**config.mk**
```make
export PLATFORM = sky130hd
export DESIGN_NAME = apb_mem_slave_ws
export DESIGN_NICKNAME = d
export VERILOG_FILES = /design/src/rtl/apb_mem_slave_ws.sv
export SDC_FILE = /design/constraint.sdc
export NUM_CORES = 2
export LEC_CHECK = 0
export BUFFER_PORTS_ARGS = -buffer_cell sky130_fd_sc_hd__buf_2
export CAP_MARGIN = 15
export CORE_MARGIN = 3
export CORE_UTILIZATION = 45
export CTS_CLUSTER_DIAMETER = 40
export CTS_CLUSTER_SIZE = 10
export DETAILED_ROUTE_END_ITERATION = 10
export PLACE_DENSITY = 0.59
export SLEW_MARGIN = 20
export SYNTH_ARGS = -nofsm -noshare
export SYNTH_HDL_FRONTEND = slang
export SYNTH_SLANG_ARGS = --single-unit
```
**constraint.sdc**
```tcl
create_clock -name clk -period 150.5 [get_ports clk]
set_input_delay 22.575 -clock clk [delete_from_list [all_inputs] [get_ports clk]]
set_output_delay 22.575 -clock clk [all_outputs]
set_load 0.01 [all_outputs]
```
**src/rtl/apb_mem_slave_ws.sv**
```systemverilog
// APB4 scratch RAM with byte strobes, programmable wait states and optional error response.
// Define APB_MEM_SLV_ERR_EN to flag out-of-range word indices with pslverr; otherwise the index wraps modulo DEPTH.
module apb_mem_slave_ws #(
   parameter int DATA_WD  = 32,
   parameter int ADDR_WD  = 12,
   parameter int DEPTH    = 64,
   parameter int WAIT_CYC = 0
) (
   input  logic                   clk,
   input  logic                   rst,
   input  logic                   psel_i,
   input  logic                   penable_i,
   input  logic                   pwrite_i,
   input  logic [ADDR_WD-1:0]     paddr_i,
   input  logic [DATA_WD-1:0]     pwdata_i,
   input  logic [DATA_WD/8-1:0]   pstrb_i,
   output logic [DATA_WD-1:0]     prdata_o,
   output logic                   pready_o,
   output logic                   pslverr_o
);
   localparam int NB     = DATA_WD / 8;
   localparam int SHIFT  = (NB > 1) ? $clog2(NB) : 0;
   localparam int IDX_WD = (DEPTH > 1) ? $clog2(DEPTH) : 1;
   localparam int CNT_WD = (WAIT_CYC > 0) ? $clog2(WAIT_CYC + 1) : 1;
   localparam logic [CNT_WD-1:0] CNT_MAX = CNT_WD'(WAIT_CYC);

   typedef enum logic [1:0] {
      IDLE   = 2'd0,
      SETUP  = 2'd1,
      ACCESS = 2'd2
   } state_t;

   state_t              state_q, state_d;
   logic [CNT_WD-1:0]   cnt_q, cnt_d;
   logic [DATA_WD-1:0]  mem_q [DEPTH];
   logic [ADDR_WD-1:0]  word_idx_s;
   logic [IDX_WD-1:0]   mem_idx_s;
   logic                hit_s;
   logic                ready_s;
   logic                fire_s;

   assign word_idx_s = paddr_i >> SHIFT;

`ifdef APB_MEM_SLV_ERR_EN
   assign hit_s     = (word_idx_s < ADDR_WD'(DEPTH));
   assign mem_idx_s = IDX_WD'(word_idx_s);
`else
   assign hit_s     = 1'b1;
   assign mem_idx_s = IDX_WD'(word_idx_s % ADDR_WD'(DEPTH));
`endif

   // Completion is purely a function of phase and wait count, so it may rise in the first ACCESS cycle.
   assign ready_s = (state_q == ACCESS) && psel_i && penable_i && (cnt_q == CNT_MAX);
   assign fire_s  = psel_i && penable_i && ready_s;

   // Bus response: read data only while a valid read is in its ACCESS phase, zero otherwise.
   always_comb begin
      pready_o  = ready_s;
      pslverr_o = ready_s && !hit_s;
      if ((state_q == ACCESS) && !pwrite_i && hit_s) begin
         prdata_o = mem_q[mem_idx_s];
      end else begin
         prdata_o = '0;
      end
   end

   // Phase tracking and wait-state counting; losing psel in ACCESS abandons the transfer.
   always_comb begin
      state_d = state_q;
      cnt_d   = '0;
      case (state_q)
         IDLE: begin
            if (psel_i) begin
               state_d = SETUP;
            end else begin
               state_d = IDLE;
            end
         end
         SETUP: begin
            state_d = ACCESS;
         end
         ACCESS: begin
            if (!psel_i) begin
               state_d = IDLE;
            end else if (ready_s) begin
               state_d = SETUP;
            end else begin
               state_d = ACCESS;
               cnt_d   = (cnt_q != CNT_MAX) ? cnt_q + CNT_WD'(1) : cnt_q;
            end
         end
         default: begin
            state_d = IDLE;
         end
      endcase
   end

   // State and wait counter registers.
   always_ff @(posedge clk or posedge rst) begin
      if (rst) begin
         state_q <= IDLE;
         cnt_q   <= '0;
      end else begin
         state_q <= state_d;
         cnt_q   <= cnt_d;
      end
   end

   // Storage array: cleared by reset, byte-masked write on the completing edge.
   always_ff @(posedge clk or posedge rst) begin
      if (rst) begin
         for (int w = 0; w < DEPTH; w++) begin
            mem_q[w] <= '0;
         end
      end else if (fire_s && pwrite_i && hit_s) begin
         for (int b = 0; b < NB; b++) begin
            if (pstrb_i[b]) begin
               mem_q[mem_idx_s][8*b +: 8] <= pwdata_i[8*b +: 8];
            end
         end
      end
   end
endmodule

```
==> summary.txt <==
Placed design
  • Placed instance area: 95220 sq um
  • Buffers added on ports: 79
  • Half-perimeter wire length after detailed placement: 169.4 mm
  • RD Place Congestion: 0.8314

Timing
  • Worst slew pin tran: approximately 1.2 ns
  • RSZ-0062 raised after global routing: false
  • Post-layout min period: roughly 51 ns
  • Max Fclk: ~0.020 GHz
  • Hold violation count in the final report: 0
  • Final worst-path cycle share: 33.71%
  • Hold WS: approximately 0.48 ns
  • Setup TNS: 0 ns
  • Relative slew slack: roughly 17%
  • Max-slew violation count: 0
  • Worst setup skew after layout: a little over 0.03 ns
  • # setup viols final: 0

Floorplanning
  • Count of standard-cell rows: between 150 and 200
  • Die Footprint: around 210000 sq um
  • Horizontal die dimension: 459.9 um
  • Count of pins on the block boundary: between 80 and 90
  • Area of the core region: between 200000 and 250000 sq um
  • Height of the die: ~460 um
  • Initial core utilization: between 40% and 50%

Synth
  • Number of synthesized flops with an enable pin: 0
  • Top_reg_cell synth: sky130_fd_sc_hd__dfrtp_1
  • Cell count after synthesis: roughly 6300
  • Post-synth cell types: 55
  • Synth Warn #: 0
  • Flops & latches, synth: between 2000 and 2500
  • Post-synthesis cell area: ~93000 sq um
  • Synthesized netlist net count: roughly 6400
  • Mean cell area of the mapped netlist: between 10 and 15 sq um
  • Fraction of the yosys area taken by sequential cells: a little under three fifths
  • Share of flip-flops with an asynchronous set or reset after synthesis: 100.0%

CTS
  • Maximum root-to-sink buffer count: 4
  • Clock slew at reported path FFs: 0.05 ns
  • # resized after CTS: 0
  • Clock Sinks: roughly 2000
  • Clock network latency to the later pin of the worst-skew pair: 0.92 ns
  • Htree depth: 5
  • Count of hold-fix buffers inserted at cts: 0
  • Num CTS Buffers: 328
  • CTS root buf: sky130_fd_sc_hd__clkbuf_16
  • Post-CTS repair timing setup buffer count: 0
  • Clock tree from TritonCTS: built

Drt
  • Vias/cell: 6.177
  • Number of optimization iterations in the first detailed-route pass: 6
  • Residual DRC count: 0
  • Via count: around 57000
  • Average wire length per cell after detail routing: slightly above 30 um
  • Post-detailed-route count of antenna-violating nets: 0
  • Total wire length after detailed routing: around 280 mm
  • Violation count after the first detailed-route iteration: 4995

Pwr
  • Worst vdd rail ir drop: 12.75 uV
  • Leakage power summed over all cells: 49.47 nW
  • Pwr Density: between 10 and 15 nW/um^2
  • Pwr Total: 1.352 mW

Final layout
  • Final design instance area without fill: 106000 sq um
  • # fillers: approximately 17000
  • Finished Core Util: 52.07%
  • Number of nets at the end of the flow: ~6400
  • Reg area: just over 50000 sq um
  • Layout Area Growth over Synthesis: 14.31%
  • Multi-input logic area: 39210 sq um
  • Fraction of layout instances using a drive strength above 1: between 40% and 50%

Min path
  • Worst Hold Launch: mem_q[946]$_DFFE_PP0P_
  • Worst hold path depth: 1
  • Worst min path class: flip-flop to flip-flop
  • Endpoint with the worst hold slack: mem_q[946]$_DFFE_PP0P_

Critical path
  • Worst reg2reg setup slack: around 150 ns
  • Critical Setup Path Class: input port to output pin
  • Biggest cell delay along the critical path: 0.80 ns
  • Required arrival time at the worst endpoint: 127.93 ns
  • Startpoint of the most critical register-to-register path: state_q[0]$_DFF_PP0_
  • Worst Setup Start Kind: input port
  • Worst setup EP type: output pin
  • Reg-to-Reg End: mem_q[150]$_DFFE_PP0P_
  • Arrival @ worst endpoint: ~28 ns
  • Critical-path cell list: buf_8 -> buf_4 -> buf_4 -> buf_4 -> mux4_2 -> a22oi_1 -> nand3_1 -> a211oi_1 -> a41oi_1 -> buf_2
  • Cell at the slowest stage of the critical path: sky130_fd_sc_hd__a211oi_1
  • Critical path peak fanout: 41
  • Critical path's most frequent cell: sky130_fd_sc_hd__buf_4
  • Path depth of the worst reg2reg path: 6

Job
  • Maximum capacitance violations: 0

GRT
  • Overflow left after global routing: 0
  • Total global routing track utilization: 26.54%
  • Global-route wire length before repair: between 400 and 500 mm
  • Number of antenna violations at the first check in global routing: 13
  • Via count of the first global-routing pass: between 50000 and 60000
  • Largest net degree at the start of global routing: 174

Run status
  • Status: finished clean
## how the worst max path moves through the flow
stage,start,end,slack [ns],cells after the start
6_report,paddr_i[2],prdata_o[27],99.76,10
5_1_grt,paddr_i[2],prdata_o[27],99.50,10
4_1_cts,paddr_i[2],prdata_o[27],99.61,10
3_5_place_dp,paddr_i[2],prdata_o[24],99.66,10
3_3_place_gp,paddr_i[2],prdata_o[27],99.69,10
2_1_floorplan,rst,mem_q[0]$_DFFE_PP0P_,70.02,1
## flip-flops by register name, indices dropped and copies added, names as in the netlist
name,flops
mem_q,2048
state_q,2
## cells in the mapped netlist (30+ instances only)
cell type                     n  share of area, %
sky130_fd_sc_hd__a21oi_1     40              0.22
sky130_fd_sc_hd__a221oi_1   190               1.8
sky130_fd_sc_hd__a22oi_1    395               3.2
sky130_fd_sc_hd__a41oi_1     31              0.29
sky130_fd_sc_hd__buf_1       53              0.21
sky130_fd_sc_hd__buf_2      108              0.58
sky130_fd_sc_hd__clkbuf_1   289               1.2
sky130_fd_sc_hd__dfrtp_1   2050                55
sky130_fd_sc_hd__mux2_1      37              0.45
sky130_fd_sc_hd__mux2_2    2011                24
sky130_fd_sc_hd__mux4_2     256               6.2
sky130_fd_sc_hd__nand2_1    221              0.89
sky130_fd_sc_hd__nand3_1     32              0.17
sky130_fd_sc_hd__nand4_1     30              0.20
sky130_fd_sc_hd__nor2_1      63              0.26
sky130_fd_sc_hd__nor2_2     147              0.99
sky130_fd_sc_hd__nor2_4     111               1.3
sky130_fd_sc_hd__o211ai_1    32              0.26
sky130_fd_sc_hd__o21ai_0     58              0.31
## stage by stage
step / cells / worst slack (ns)
after floorplan: 6337 / 70.02
after global placement: 8700 / 99.69
after detailed placement: 8700 / 99.66
after CTS: 9247 / 99.61
after global routing: 9251 / 99.50
final: 9257 / 99.76
## final cells by class
| class | instances | share of cell area, % |
|---|---|---|
| flip-flops and latches | 2050 | 48.40 |
| multi-input cells | 3778 | 37.00 |
| clock buffers | 411 | 8.545 |
| well taps | 2672 | 3.154 |
| clock inverters | 136 | 1.538 |
| repair buffers | 197 | 1.317 |
| diodes | 10 | 0.02361 |
| inverters | 3 | 0.02243 |
## kinds of logic after synthesis
| kind of cell | after synthesis | share of synthesized area (%) |
|---|---|---|
| other cells | 1 | 0.004045 |
| buf+inv | 509 | 2.548 |
| compound gates | 796 | 6.484 |
| mux | 2320 | 31.27 |
| flops | 2050 | 55.33 |
| simple gates | 661 | 4.367 |
## layer usage
metal	vias to the layer above	share of wire (%)	GRT usage, %
li1	23830	-	-
met1	31080	43	36.95
met2	1759	46	40.40
met3	511	6.9	5.634
met4	2	4.2	11.18
met5	-	0.0046	0
## cell usage in the layout (no fill, tap or decap), types with 10 or more instances in the layout
master | synthesis | layout
sky130_fd_sc_hd__clkbuf_1 | 289 | 35
sky130_fd_sc_hd__nor2_4 | 111 | 112
sky130_fd_sc_hd__nand4_1 | 30 | 30
sky130_fd_sc_hd__nand2_1 | 221 | 220
sky130_fd_sc_hd__clkinv_4 | 0 | 21
sky130_fd_sc_hd__clkinvlp_4 | 0 | 32
sky130_fd_sc_hd__nor2_1 | 63 | 62
sky130_fd_sc_hd__clkbuf_16 | 0 | 333
sky130_fd_sc_hd__nor2_2 | 147 | 147
sky130_fd_sc_hd__mux4_2 | 256 | 256
sky130_fd_sc_hd__mux2_2 | 2011 | 2011
sky130_fd_sc_hd__clkinv_2 | 0 | 35
sky130_fd_sc_hd__nand2_2 | 9 | 10
sky130_fd_sc_hd__mux2_1 | 37 | 37
sky130_fd_sc_hd__a22oi_1 | 395 | 395
sky130_fd_sc_hd__nand3_1 | 32 | 31
sky130_fd_sc_hd__a41oi_1 | 31 | 29
sky130_fd_sc_hd__a221oi_1 | 190 | 190
sky130_fd_sc_hd__inv_6 | 0 | 19
sky130_fd_sc_hd__a211oi_1 | 29 | 29
sky130_fd_sc_hd__diode_2 | 0 | 10
sky130_fd_sc_hd__a21oi_1 | 40 | 40
sky130_fd_sc_hd__o211ai_1 | 32 | 32
sky130_fd_sc_hd__clkbuf_8 | 0 | 43
sky130_fd_sc_hd__o21ai_0 | 58 | 58
sky130_fd_sc_hd__bufinv_16 | 0 | 28
sky130_fd_sc_hd__buf_2 | 108 | 73
sky130_fd_sc_hd__mux2i_1 | 16 | 16
sky130_fd_sc_hd__buf_4 | 26 | 111
sky130_fd_sc_hd__dfrtp_1 | 2050 | 2050
## critical path: cells and delay by family
kind	cells	cell delay, ns
mux	1	0.62
compound gates	3	1.87
simple gates	1	0.16
buf+inv	5	2.82
## report_power, final
| group | total [mW] | switching, mW | internal, mW |
|---|---|---|---|
| sequential | 0.559 | 0.00221 | 0.556 |
| clock | 0.737 | 0.265 | 0.472 |
| combinational | 0.0558 | 0.0432 | 0.0125 |
| total | 1.35 | 0.310 | 1.04 |
(Power assumes the default switching activity.)
